--- src/rtl/hardwired_control_unit.sv ---
// Hardwired T-state sequencer driving the cpu_phase2 control strobes.
// Define SINGLE_STEP_EN to add a step input and park in PAUSE after each instruction.
`timescale 1ns/1ps
module hardwired_control_unit #(
  parameter int unsigned TIMEOUT_CYCLES = 15,
  parameter logic [4:0]  OPC_BR   = 5'b10010,
  parameter logic [4:0]  OPC_JR   = 5'b10011,
  parameter logic [4:0]  OPC_JAL  = 5'b10100,
  parameter logic [4:0]  OPC_NOP  = 5'b11001,
  parameter logic [4:0]  OPC_HALT = 5'b11010
) (
  input  logic        clk,
  input  logic        clr,
  input  logic [31:0] ir,
  input  logic        con,
  input  logic        mem_ready,
`ifdef SINGLE_STEP_EN
  input  logic        step,
`endif
  output logic        PCout,
  output logic        ZLowOut,
  output logic        ZHighOut,
  output logic        MDRout,
  output logic        Cout,
  output logic        BAout,
  output logic        PCin,
  output logic        MARin,
  output logic        MDRin,
  output logic        IRin,
  output logic        Yin,
  output logic        Zin,
  output logic        CONin,
  output logic        Gra,
  output logic        Grb,
  output logic        Grc,
  output logic        Rin,
  output logic        Rout,
  output logic        IncPC,
  output logic        Read,
  output logic        Write,
  output logic        r15_sel,
  output logic [4:0]  alu_op,
  output logic        run,
  output logic        fault,
  output logic [3:0]  state_dbg
);

  typedef enum logic [3:0] {
    S_T0     = 4'd0,
    S_T1     = 4'd1,
    S_T2     = 4'd2,
    S_T3     = 4'd3,
    S_T4     = 4'd4,
    S_T5     = 4'd5,
    S_T6     = 4'd6,
    S_HALTED = 4'd8,
    S_FAULT  = 4'd9,
    S_PAUSE  = 4'd10
  } state_e;

  localparam int CW = $clog2(TIMEOUT_CYCLES + 1);
  localparam logic [CW-1:0] CNT_LAST = CW'(TIMEOUT_CYCLES - 1);
  localparam logic [4:0] ALU_ADD = 5'b00011;

`ifdef SINGLE_STEP_EN
  localparam state_e S_DONE = S_PAUSE;
`else
  localparam state_e S_DONE = S_T0;
`endif

  state_e        state_q, state_d;
  logic [CW-1:0] cnt_q, cnt_d;

  logic [4:0] opc;
  logic       is_br, is_jr, is_jal, is_halt;
  logic       ir_unused;

  assign opc       = ir[31:27];
  assign is_br     = (opc == OPC_BR);
  assign is_jr     = (opc == OPC_JR);
  assign is_jal    = (opc == OPC_JAL);
  assign is_halt   = (opc == OPC_HALT);
  assign ir_unused = ^{ir[26:0], OPC_NOP};

  always_comb begin
    state_d = state_q;
    cnt_d   = cnt_q;
    case (state_q)
      S_T0: state_d = S_T1;
      S_T1: begin
        if (mem_ready) begin
          state_d = S_T2;
          cnt_d   = '0;
        end else if (cnt_q == CNT_LAST) begin
          state_d = S_FAULT;
          cnt_d   = '0;
        end else begin
          cnt_d = cnt_q + 1'b1;
        end
      end
      S_T2: state_d = S_T3;
      S_T3: begin
        unique case (1'b1)
          is_br:   state_d = S_T4;
          is_jal:  state_d = S_T4;
          is_halt: state_d = S_HALTED;
          default: state_d = S_DONE;
        endcase
      end
      S_T4: state_d = is_br ? S_T5 : S_DONE;
      S_T5: state_d = S_T6;
      S_T6: state_d = S_DONE;
      S_HALTED: state_d = S_HALTED;
      S_FAULT:  state_d = S_FAULT;
`ifdef SINGLE_STEP_EN
      S_PAUSE: state_d = step ? S_T0 : S_PAUSE;
`else
      S_PAUSE: state_d = S_T0;
`endif
      default: state_d = S_T0;
    endcase
  end

  always_ff @(posedge clk or posedge clr) begin
    if (clr) begin
      state_q <= S_T0;
      cnt_q   <= '0;
    end else begin
      state_q <= state_d;
      cnt_q   <= cnt_d;
    end
  end

  // clr gates every strobe so an abort never leaks T0 decode
  always_comb begin
    PCout     = 1'b0;
    ZLowOut   = 1'b0;
    ZHighOut  = 1'b0;
    MDRout    = 1'b0;
    Cout      = 1'b0;
    BAout     = 1'b0;
    PCin      = 1'b0;
    MARin     = 1'b0;
    MDRin     = 1'b0;
    IRin      = 1'b0;
    Yin       = 1'b0;
    Zin       = 1'b0;
    CONin     = 1'b0;
    Gra       = 1'b0;
    Grb       = 1'b0;
    Grc       = 1'b0;
    Rin       = 1'b0;
    Rout      = 1'b0;
    IncPC     = 1'b0;
    Read      = 1'b0;
    Write     = 1'b0;
    r15_sel   = 1'b0;
    alu_op    = 5'b00000;
    run       = 1'b1;
    fault     = 1'b0;
    state_dbg = 4'd0;
    if (!clr) begin
      state_dbg = state_q;
      case (state_q)
        S_T0: begin
          PCout = 1'b1;
          MARin = 1'b1;
          IncPC = 1'b1;
          Zin   = 1'b1;
        end
        S_T1: begin
          ZLowOut = 1'b1;
          Read    = 1'b1;
          MDRin   = 1'b1;
          PCin    = (cnt_q == '0);
        end
        S_T2: begin
          MDRout = 1'b1;
          IRin   = 1'b1;
        end
        S_T3: begin
          unique case (1'b1)
            is_br: begin
              Gra   = 1'b1;
              Rout  = 1'b1;
              CONin = 1'b1;
            end
            is_jr: begin
              Gra  = 1'b1;
              Rout = 1'b1;
              PCin = 1'b1;
            end
            is_jal: begin
              PCout   = 1'b1;
              r15_sel = 1'b1;
              Rin     = 1'b1;
            end
            default: ;
          endcase
        end
        S_T4: begin
          if (is_br) begin
            PCout = 1'b1;
            Yin   = 1'b1;
          end else if (is_jal) begin
            Gra  = 1'b1;
            Rout = 1'b1;
            PCin = 1'b1;
          end
        end
        S_T5: begin
          Cout   = 1'b1;
          Zin    = 1'b1;
          alu_op = ALU_ADD;
        end
        S_T6: begin
          ZLowOut = con;
          PCin    = con;
        end
        S_HALTED: run = 1'b0;
        S_FAULT: begin
          run   = 1'b0;
          fault = 1'b1;
        end
        default: ;
      endcase
    end
  end

endmodule
--- config.mk ---
export PLATFORM = sky130hd
export DESIGN_NAME = hardwired_control_unit
export DESIGN_NICKNAME = d
export VERILOG_FILES = /design/src/rtl/hardwired_control_unit.sv
export SDC_FILE = /design/constraint.sdc
export NUM_CORES = 1
export LEC_CHECK = 0
export BUFFER_PORTS_ARGS = -buffer_cell sky130_fd_sc_hd__buf_2
export CELL_PAD_IN_SITES_DETAIL_PLACEMENT = 1
export CELL_PAD_IN_SITES_GLOBAL_PLACEMENT = 1
export CORE_MARGIN = 5
export CORE_UTILIZATION = 27
export DETAILED_ROUTE_END_ITERATION = 12
export GPL_TIMING_DRIVEN = 0
export HOLD_SLACK_MARGIN = 0.12
export PLACE_DENSITY = 0.91
export RECOVER_POWER = 25
export SLEW_MARGIN = 20
export SYNTH_ARGS = -nofsm -noshare
export SYNTH_HDL_FRONTEND = slang
export SYNTH_SLANG_ARGS = --single-unit
--- constraint.sdc ---
create_clock -name clk -period 2.6 [get_ports clk]
set_input_delay 0 -clock clk [delete_from_list [all_inputs] [get_ports clk]]
set_output_delay 0 -clock clk [all_outputs]
set_load 0.005 [all_outputs]
==> flow_metrics.env, run 1 <==
export IMPL_synth_edf_count=0
export IMPL_design_core_area_um2=3080
export IMPL_cts_tree="done"
export IMPL_reg2reg_to="cnt_q[2]$_DFFE_PP0P_"
export IMPL_synth_flop_cell="dfrtp_1"
export IMPL_synthTopCellsByArea="dfrtp_1 (23%), buf_4 (13%), nor2_1 (5.1%), ha_1 (4.3%), nand2_1 (4.3%)"
export IMPL_post_drt_wl_per_cell_um=13.1
export IMPL_synth_compound_gate_area_share=0.182
export IMPL_max_stage_delay_ns=0.45
export IMPL_cp_num_buf_inv=3
export IMPL_synth_top_family_by_area="simple AND/OR/NAND/NOR gates"
export IMPL_n_antenna_cell=0
export IMPL_cp_end_kind="primary output"
export IMPL_synthMostInstantiatedCell="buf_4"
export IMPL_rrSetupSlack_ns=0.78
export IMPL_clk_path_buf_depth=2
export IMPL_fill_cells=424
export IMPL_ys_ff_latch=8
export IMPL_holdPathStages=4
export IMPL_grt_max_degree=11
export IMPL_grt_pass1_wl_um=4200
export IMPL_synthArstFlopShare=1.00
export IMPL_max_cap_violations=0
export IMPL_yosysWarnings=0
export IMPL_p_int_uw=469
export IMPL_cp_start_kind="register"
export IMPL_clkTransAtPathRegs_ns=0.05
export IMPL_clk_latency_ns=0.25
export IMPL_power_density_nw_per_um2=763
export IMPL_switchingPower_uw=419
export IMPL_gr_total_overflow=0
export IMPL_h_tree_depth=1
export IMPL_reg2regPathDepth=5
export IMPL_postCtsSetupBuffers=0
export IMPL_fin_crit_ns=1.98
export IMPL_synth_area_leader_cell="dfrtp_1"
export IMPL_finalHoldViolCount=0
export IMPL_hold_class="input port to register"
export IMPL_wirelength_um=2710
export IMPL_dp_hpwl_um=2180
export IMPL_slowest_stage="nor4bb_1"
export IMPL_cts_root_buf="clkbuf_4"
export IMPL_power_frac_comb=0.613
export IMPL_clock_sinks=8
export IMPL_synth_simple_area_share=0.358
export IMPL_cts_inserted_buffers=3
export IMPL_tns_ns=0
export IMPL_ant_nets=0
export IMPL_dr_pass1_iters=4
export IMPL_antenna_found_initial=0
export IMPL_netlist_area_um2=878
export IMPL_synthAdderAreaFrac=0.0427
export IMPL_fin_skew_ns=0.000312
export IMPL_io_pins=69
export IMPL_clkPwrFrac=0.107
export IMPL_static_leakage_power_uw=0.000594
export IMPL_chipWidth_um=67.0
export IMPL_irDropWorstVdd_uv=280
export IMPL_sw_frac_of_total=0.472
export IMPL_track_usage=0.118
export IMPL_grt_pass1_vias=934
export IMPL_seq_area_frac_synth=0.228
export IMPL_vias_per_cell=4.81
export IMPL_muxShareOfSynthArea=0
export IMPL_die_area_um2=4490
export IMPL_vias=995
export IMPL_r2r_start="state_q[1]$_DFFE_PP0P_"
export IMPL_holdPathEnd="state_q[0]$_DFFE_PP0P_"
export IMPL_status="completed"
export IMPL_io_buffers=32
export IMPL_setup_violations=0
export IMPL_rows=20
export IMPL_gp_congestion=0.780
export IMPL_synth_xor_area_frac=0
export IMPL_die_h_um=67.0
export IMPL_place_area_um2=1120
export IMPL_ys_types=39
export IMPL_fmax_mhz=505
export IMPL_fin_nets=204
export IMPL_critPathMaxFanout=10
export IMPL_drive_above_1_share=0.331
export IMPL_slew_viol_final=0
export IMPL_crit_chain="clkbuf_1 > nor4bb_1 > nand4_1 > a31oi_1 > buf_4 > buf_2"
export IMPL_drt_drc_violations_left=0
export IMPL_start_util=0.285
export IMPL_synth_common_cells="buf_4 (15), nor2_1 (12), nand2_1 (10)"
export IMPL_critical_path_top_delay_family="simple AND/OR/NAND/NOR gates"
export IMPL_syn_inst=119
export IMPL_drtIter0Drc=39
export IMPL_postSynthAreaPerCell_um2=7.38
export IMPL_hp_start="ir[30]"
export IMPL_yosysTopAreaCellShare=0.228
export IMPL_worstSetupPathType="register to primary output"
export IMPL_area_delta_synth_final_pct=32.3
export IMPL_worstPathRequired_ns=2.60
export IMPL_crit_arrival_ns=1.98
export IMPL_rsz0062_at_grt="false"
export IMPL_fin_crit_sh=0.762
export IMPL_seqPwrFrac=0.279
export IMPL_final_cell_area_um2=1160
-- timing repair --
action	CTS	global route
hold buffers	2	0
endpoints found under the setup margin	0	0
resized for setup	0	0
hold endpoints to repair	9	0
-- through the flow --
stage               instances   util  setup WS (ns)  total power (uW)  hold WS, ns
finish                    207  0.378          0.619               887        0.188
global route              207  0.378          0.391               982        0.233
CTS                       207  0.378          0.597               897        0.178
detailed placement        202  0.364          0.777               796        0.149
global placement          202  0.364          0.826               763        0.141
floorplan                 126      -          0.938               610       0.0151
-- worst max-delay path by stage --
| stage | from | endpoint | slack, ns | depth (start not counted) |
|---|---|---|---|---|
| after floorplan | state_q[1]$_DFFE_PP0P_ | cnt_q[2]$_DFFE_PP0P_ | 0.94 | 5 |
| after global placement | state_q[1]$_DFFE_PP0P_ | cnt_q[2]$_DFFE_PP0P_ | 0.83 | 5 |
| after detailed placement | state_q[1]$_DFFE_PP0P_ | cnt_q[2]$_DFFE_PP0P_ | 0.78 | 5 |
| after CTS | state_q[3]$_DFFE_PP0P_ | Rout | 0.60 | 6 |
| after global routing | clr | Zin | 0.39 | 7 |
| final | state_q[3]$_DFFE_PP0P_ | Rout | 0.62 | 6 |
-- kinds of logic (layout without fill, tap and decap cells) --
kind of cell             count (synthesis)  in the layout
AO/OA/AOI/OAI                           24             24
AND/OR/NAND/NOR                         55             55
adder cells (fa/ha/maj)                  3              3
flip-flops                               8              8
buffers and inverters                   28             65
other                                    1              8
-- registers in the layout, summed over array words and instances (netlist names) --
register,cells
cnt_q,4
state_q,4
-- final cells by class --
class                           count  area [um2]  area share
Multi-Input combinational cell     90         542       0.466
Sequential cell                     8         200       0.172
Timing Repair Buffer               34         180       0.155
Buffer                             22         140       0.121
Tap cell                           44        55.1      0.0474
Clock buffer                        3        22.5      0.0194
Inverter                            6        22.5      0.0194
-- power groups by stage --
stage | combinational (uW) | clock [uW] | sequential (uW)
final | 544 | 95.3 | 248
after detailed placement | 546 | 0 | 250
after global placement | 518 | 0 | 245
after floorplan | 384 | 0 | 226
after CTS | 550 | 100 | 247
after global routing | 617 | 106 | 258
-- placed cells by master, fill, tap and decap left out, types with 2 or more instances in the layout --
cell type	count
a21o_1	2
a21oi_1	7
buf_2	32
buf_4	15
clkbuf_1	6
clkbuf_4	3
conb_1	8
dfrtp_1	8
dlygate4sd3_1	2
ha_1	3
inv_1	6
nand2_1	10
nand3_1	5
nand4_1	2
nor2_1	12
nor2b_1	6
nor3_1	2
nor4_1	2
nor4b_1	3
nor4bb_1	2
o21ai_0	3
o21bai_1	2
o22ai_1	2
or2_2	2
-- worst min-delay path, cell delays in order --
cell	delay, ns
buf_2	0.11
nor2_1	0.07
nand2_1	0.12
o22ai_1	0.10
-- metal layers --
metal  track usage  routed length [um]
met4        0.0304                  19
met3        0.0287                 261
met2         0.193                1170
met1         0.155                1250
met5             0                   0
(Power assumes the default switching activity.)
==> run 2, diff against run 1 <==
CORE_UTILIZATION = 25   (was 27)
PLACE_DENSITY = 0.85   (was 0.91)
clock period = 1.9 ns   (was 2.6 ns; I/O delays follow)
==> flow_metrics.env, run 2 (synthesized netlist as in run 1, its figures left out) <==
export IMPL_grt_max_degree=11
export IMPL_drt_drc_violations_left=0
export IMPL_worstPathRequired_ns=1.90
export IMPL_cts_inserted_buffers=3
export IMPL_h_tree_depth=1
export IMPL_reg2reg_to="cnt_q[2]$_DFFE_PP0P_"
export IMPL_clk_path_buf_depth=2
export IMPL_r2r_start="state_q[1]$_DFFE_PP0P_"
export IMPL_tns_ns=0
export IMPL_fin_crit_ns=1.79
export IMPL_p_total_uw=1340
export IMPL_cp_start_kind="register"
export IMPL_layout_commonest_cell="buf_2"
export IMPL_finalHoldViolCount=0
export IMPL_gp_congestion=0.797
export IMPL_die_area_um2=4800
export IMPL_hold_class="input port to register"
export IMPL_wirelength_um=2770
export IMPL_track_usage=0.108
export IMPL_clock_sinks=8
export IMPL_holdPathEnd="state_q[0]$_DFFE_PP0P_"
export IMPL_clk_latency_ns=0.26
export IMPL_slew_viol_final=0
export IMPL_cts_root_buf="clkbuf_4"
export IMPL_irDropWorstVdd_uv=343
export IMPL_gr_total_overflow=0
export IMPL_cp_end_kind="primary output"
export IMPL_ant_nets=0
export IMPL_vias_per_cell=4.79
export IMPL_dr_pass1_iters=4
export IMPL_max_cap_violations=0
export IMPL_n_antenna_cell=0
export IMPL_grt_pass1_vias=962
export IMPL_layout_common_cells="buf_2 (33), buf_4 (20), nor2_1 (12), nand2_1 (10), conb_1 (8)"
export IMPL_fin_skew_ns=0.00977
export IMPL_rrSetupSlack_ns=0.11
export IMPL_fill_cells=441
export IMPL_hp_start="ir[30]"
export IMPL_antenna_found_initial=0
export IMPL_status="completed"
export IMPL_crit_arrival_ns=1.79
export IMPL_fmax_mhz=558
export IMPL_vias=1020
export IMPL_grt_pass1_wl_um=4370
export IMPL_power_density_nw_per_um2=1080
export IMPL_die_h_um=69.3
export IMPL_fin_nets=208
export IMPL_fin_crit_sh=0.943
export IMPL_holdPathStages=4
export IMPL_rows=21
export IMPL_io_buffers=32
export IMPL_start_util=0.261
export IMPL_place_ws_ns=0.0789
export IMPL_finish_utilization=0.371
export IMPL_area_delta_synth_final_pct=41.9
export IMPL_setup_violations=0
export IMPL_design_core_area_um2=3360
export IMPL_clkTransAtPathRegs_ns=0.06
export IMPL_worst_hold_slack_ns=0.166
export IMPL_critPathMaxFanout=10
export IMPL_post_drt_wl_per_cell_um=13.0
export IMPL_io_pins=69
export IMPL_drtIter0Drc=54
export IMPL_static_leakage_power_uw=0.000631
export IMPL_largestRegisters="cnt_q: 4 flops, state_q: 4 flops"
export IMPL_worstSetupPathType="register to primary output"
export IMPL_dp_hpwl_um=2110
export IMPL_cts_tree="done"
export IMPL_timing_final_ws_setup_ns=0.108
export IMPL_chipWidth_um=69.3
export IMPL_reg2regPathDepth=5
export IMPL_drive_above_1_share=0.413
run 2: worst max path at each step:
stage                      startpoint              endpoint  slack (ns)
3_5_place_dp   state_q[1]$_DFFE_PP0P_  cnt_q[2]$_DFFE_PP0P_        0.08
3_3_place_gp   state_q[1]$_DFFE_PP0P_  cnt_q[2]$_DFFE_PP0P_        0.13
2_1_floorplan  state_q[1]$_DFFE_PP0P_  cnt_q[2]$_DFFE_PP0P_        0.24
5_1_grt        state_q[2]$_DFFE_PP0P_                  Rout       -0.04
6_report       state_q[2]$_DFFE_PP0P_                MDRout        0.11
4_1_cts          cnt_q[1]$_DFFE_PP0P_                  PCin       0.009
run 2: per-stage QoR:
step           instance area (um2)  cells
6_report                      1250    213
5_1_grt                       1250    213
4_1_cts                       1180    210
3_5_place_dp                  1120    204
3_3_place_gp                  1120    204
2_1_floorplan                  905    126
run 2: area by class of cell:
class                      count  area, um2  area share
timing repair buffer          38        210       0.169
clock buffer                   3       22.5      0.0181
buffer                        22        150       0.120
sequential                     8        204       0.164
multi-input combinational     90        579       0.465
inverter                       6       22.5      0.0181
tap                           46       57.6      0.0462
run 2: layer usage:
| metal | GRT usage | vias to the layer above | wire length [um] |
|---|---|---|---|
| li1 | - | 494 | - |
| met1 | 0.138 | 480 | 1200 |
| met2 | 0.179 | 46 | 1350 |
| met3 | 0.0435 | 0 | 219 |
| met4 | 0.00651 | 0 | 0 |
| met5 | 0 | - | 0 |
run 2: critical path, stage by stage, from the launching register on:
cell and delay [ns]:
dfrtp_1 0.42, clkbuf_4 0.20, clkbuf_1 0.24, nor4_1 0.42, buf_4 0.17, buf_2 0.10
run 2: timing repair:
| item | in CTS | in global routing |
|---|---|---|
| hold buffers | 2 | 0 |
| setup buffers | 1 | 3 |
| resized for setup | 4 | 16 |
| hold endpoints to repair | 9 | 0 |
| pin swaps | 0 | 6 |
| gates cloned | 0 | 0 |
| setup endpoints to repair | 4 | 14 |
run 2: power breakdown:
part	internal [uW]	switching [uW]	leakage [uW]
Clock	72.4	59.5	0.0000138
Sequential	246	95.5	0.0000979
Combinational	410	460	0.000519
Total	728	615	0.000631
==> run 3, diff against run 2 <==
PLACE_DENSITY = 0.87   (was 0.85)
==> flow_metrics.env, run 3 (synthesized netlist as in run 1, its figures left out) <==
export IMPL_worstSetupPathType="register to register"
export IMPL_die_h_um=69.3
export IMPL_io_buffers=32
export IMPL_register_area_um2=205
export IMPL_io_pins=69
export IMPL_hp_start="ir[29]"
export IMPL_cts_root_buf="clkbuf_4"
export IMPL_clk_latency_ns=0.26
export IMPL_vias_per_cell=4.87
export IMPL_layout_common_cells="buf_2 (31), buf_4 (18), nor2_1 (12), nand2_1 (10), conb_1 (8)"
export IMPL_holdPathStages=4
export IMPL_area_delta_synth_final_pct=41.7
export IMPL_finalHoldViolCount=0
export IMPL_timing_final_ws_setup_ns=0.0619
export IMPL_worst_hold_slack_ns=0.166
export IMPL_grt_pass1_vias=1067
export IMPL_rows=21
export IMPL_fin_skew_ns=0.00403
export IMPL_fin_crit_sh=0.967
export IMPL_dp_hpwl_um=2120
export IMPL_cp_end_kind="register"
export IMPL_clock_sinks=8
export IMPL_critPathMaxFanout=9
export IMPL_crit_arrival_ns=2.04
export IMPL_seqPwrFrac=0.262
export IMPL_ant_nets=0
export IMPL_p_int_uw=731
export IMPL_drt_drc_violations_left=0
export IMPL_slew_viol_final=0
export IMPL_chipWidth_um=69.3
export IMPL_dr_pass1_iters=4
export IMPL_fmax_mhz=544
export IMPL_power_density_nw_per_um2=1080
export IMPL_irDropWorstVdd_uv=282
export IMPL_cts_inserted_buffers=3
export IMPL_clkTransAtPathRegs_ns=0.06
export IMPL_sw_frac_of_total=0.458
export IMPL_place_ws_ns=0.0769
export IMPL_fill_cells=451
export IMPL_h_tree_depth=1
export IMPL_largestRegisters="cnt_q: 4 flops, state_q: 4 flops"
export IMPL_multiInputGateArea_um2=579
export IMPL_worstPathRequired_ns=2.10
export IMPL_gr_total_overflow=0
export IMPL_switchingPower_uw=618
export IMPL_start_util=0.261
export IMPL_reg2regPathDepth=5
export IMPL_clkPwrFrac=0.103
export IMPL_setup_violations=0
export IMPL_status="completed"
export IMPL_static_leakage_power_uw=0.000621
export IMPL_wirelength_um=2770
export IMPL_die_area_um2=4800
export IMPL_cts_tree="done"
export IMPL_n_antenna_cell=0
export IMPL_vias=1027
export IMPL_drive_above_1_share=0.418
export IMPL_track_usage=0.118
export IMPL_fin_crit_ns=1.84
export IMPL_gp_congestion=0.769
export IMPL_reg2reg_to="cnt_q[2]$_DFFE_PP0P_"
export IMPL_r2r_start="state_q[1]$_DFFE_PP0P_"
export IMPL_antenna_found_initial=0
export IMPL_grt_pass1_wl_um=4730
export IMPL_max_cap_violations=0
export IMPL_cp_start_kind="register"
export IMPL_clk_path_buf_depth=2
export IMPL_post_drt_wl_per_cell_um=13.1
export IMPL_layout_commonest_cell="buf_2"
export IMPL_fin_nets=206
export IMPL_design_core_area_um2=3360
export IMPL_power_frac_comb=0.635
export IMPL_grt_max_degree=11
export IMPL_holdPathEnd="state_q[2]$_DFFE_PP0P_"
export IMPL_rsz0062_at_grt="true"
export IMPL_drtIter0Drc=46
export IMPL_hold_class="input port to register"
export IMPL_rrSetupSlack_ns=0.06
run 3: worst max path at each step:
stage | startpoint | endpoint | slack [ns] | cells after the start
floorplan | state_q[1]$_DFFE_PP0P_ | cnt_q[2]$_DFFE_PP0P_ | 0.24 | 5
global placement | state_q[1]$_DFFE_PP0P_ | cnt_q[2]$_DFFE_PP0P_ | 0.13 | 5
detailed placement | state_q[1]$_DFFE_PP0P_ | cnt_q[2]$_DFFE_PP0P_ | 0.08 | 5
CTS | state_q[3]$_DFFE_PP0P_ | Rout | 0.02 | 6
global route | state_q[3]$_DFFE_PP0P_ | Rout | -0.03 | 6
finish | state_q[1]$_DFFE_PP0P_ | cnt_q[2]$_DFFE_PP0P_ | 0.06 | 5
run 3: power by group through the flow:
| stage | sequential [uW] | combinational (uW) | clock [uW] |
|---|---|---|---|
| final | 353 | 856 | 139 |
| after global routing | 371 | 959 | 157 |
| after CTS | 340 | 800 | 148 |
| after detailed placement | 341 | 740 | 0 |
| after global placement | 335 | 713 | 0 |
| after floorplan | 310 | 525 | 0 |
run 3: final cells by class:
class	count	share of cell area
multi-input cells	90	0.465
flip-flops and latches	8	0.165
repair buffers	36	0.162
plain buffers	22	0.126
well taps	46	0.0462
clock buffers	3	0.0181
inverters	6	0.0181
run 3: what timing repair did:
item,in CTS,in global routing
hold buffers,2,0
setup buffers,1,1
pin swaps,1,4
setup endpoints to repair,6,7
hold endpoints to repair,9,0
gates resized for setup,9,17
run 3: critical path: stages, from the launching register on:
cell      delay [ns]
dfrtp_2         0.45
or4b_1          0.53
buf_4           0.18
a311o_1         0.33
o21bai_1        0.15
a21o_1          0.13
run 3: stage by stage:
step / TNS, ns / instance area, um2 / utilization / instances / total power, uW
after CTS: 0 / 1190 / 0.355 / 210 / 1290
after global routing: -0.0346 / 1240 / 0.370 / 211 / 1490
final: 0 / 1240 / 0.370 / 211 / 1350
after floorplan: 0 / 905 / - / 126 / 835
after global placement: 0 / 1120 / 0.334 / 204 / 1050
after detailed placement: 0 / 1120 / 0.334 / 204 / 1080
run 3: layer usage:
metal  GRT usage  part of all wire  vias up
li1            -                 -      495
met1       0.133              0.43      492
met2       0.204              0.49       32
met3      0.0232             0.043        8
met4      0.0651             0.031        0
met5           0                 0        -
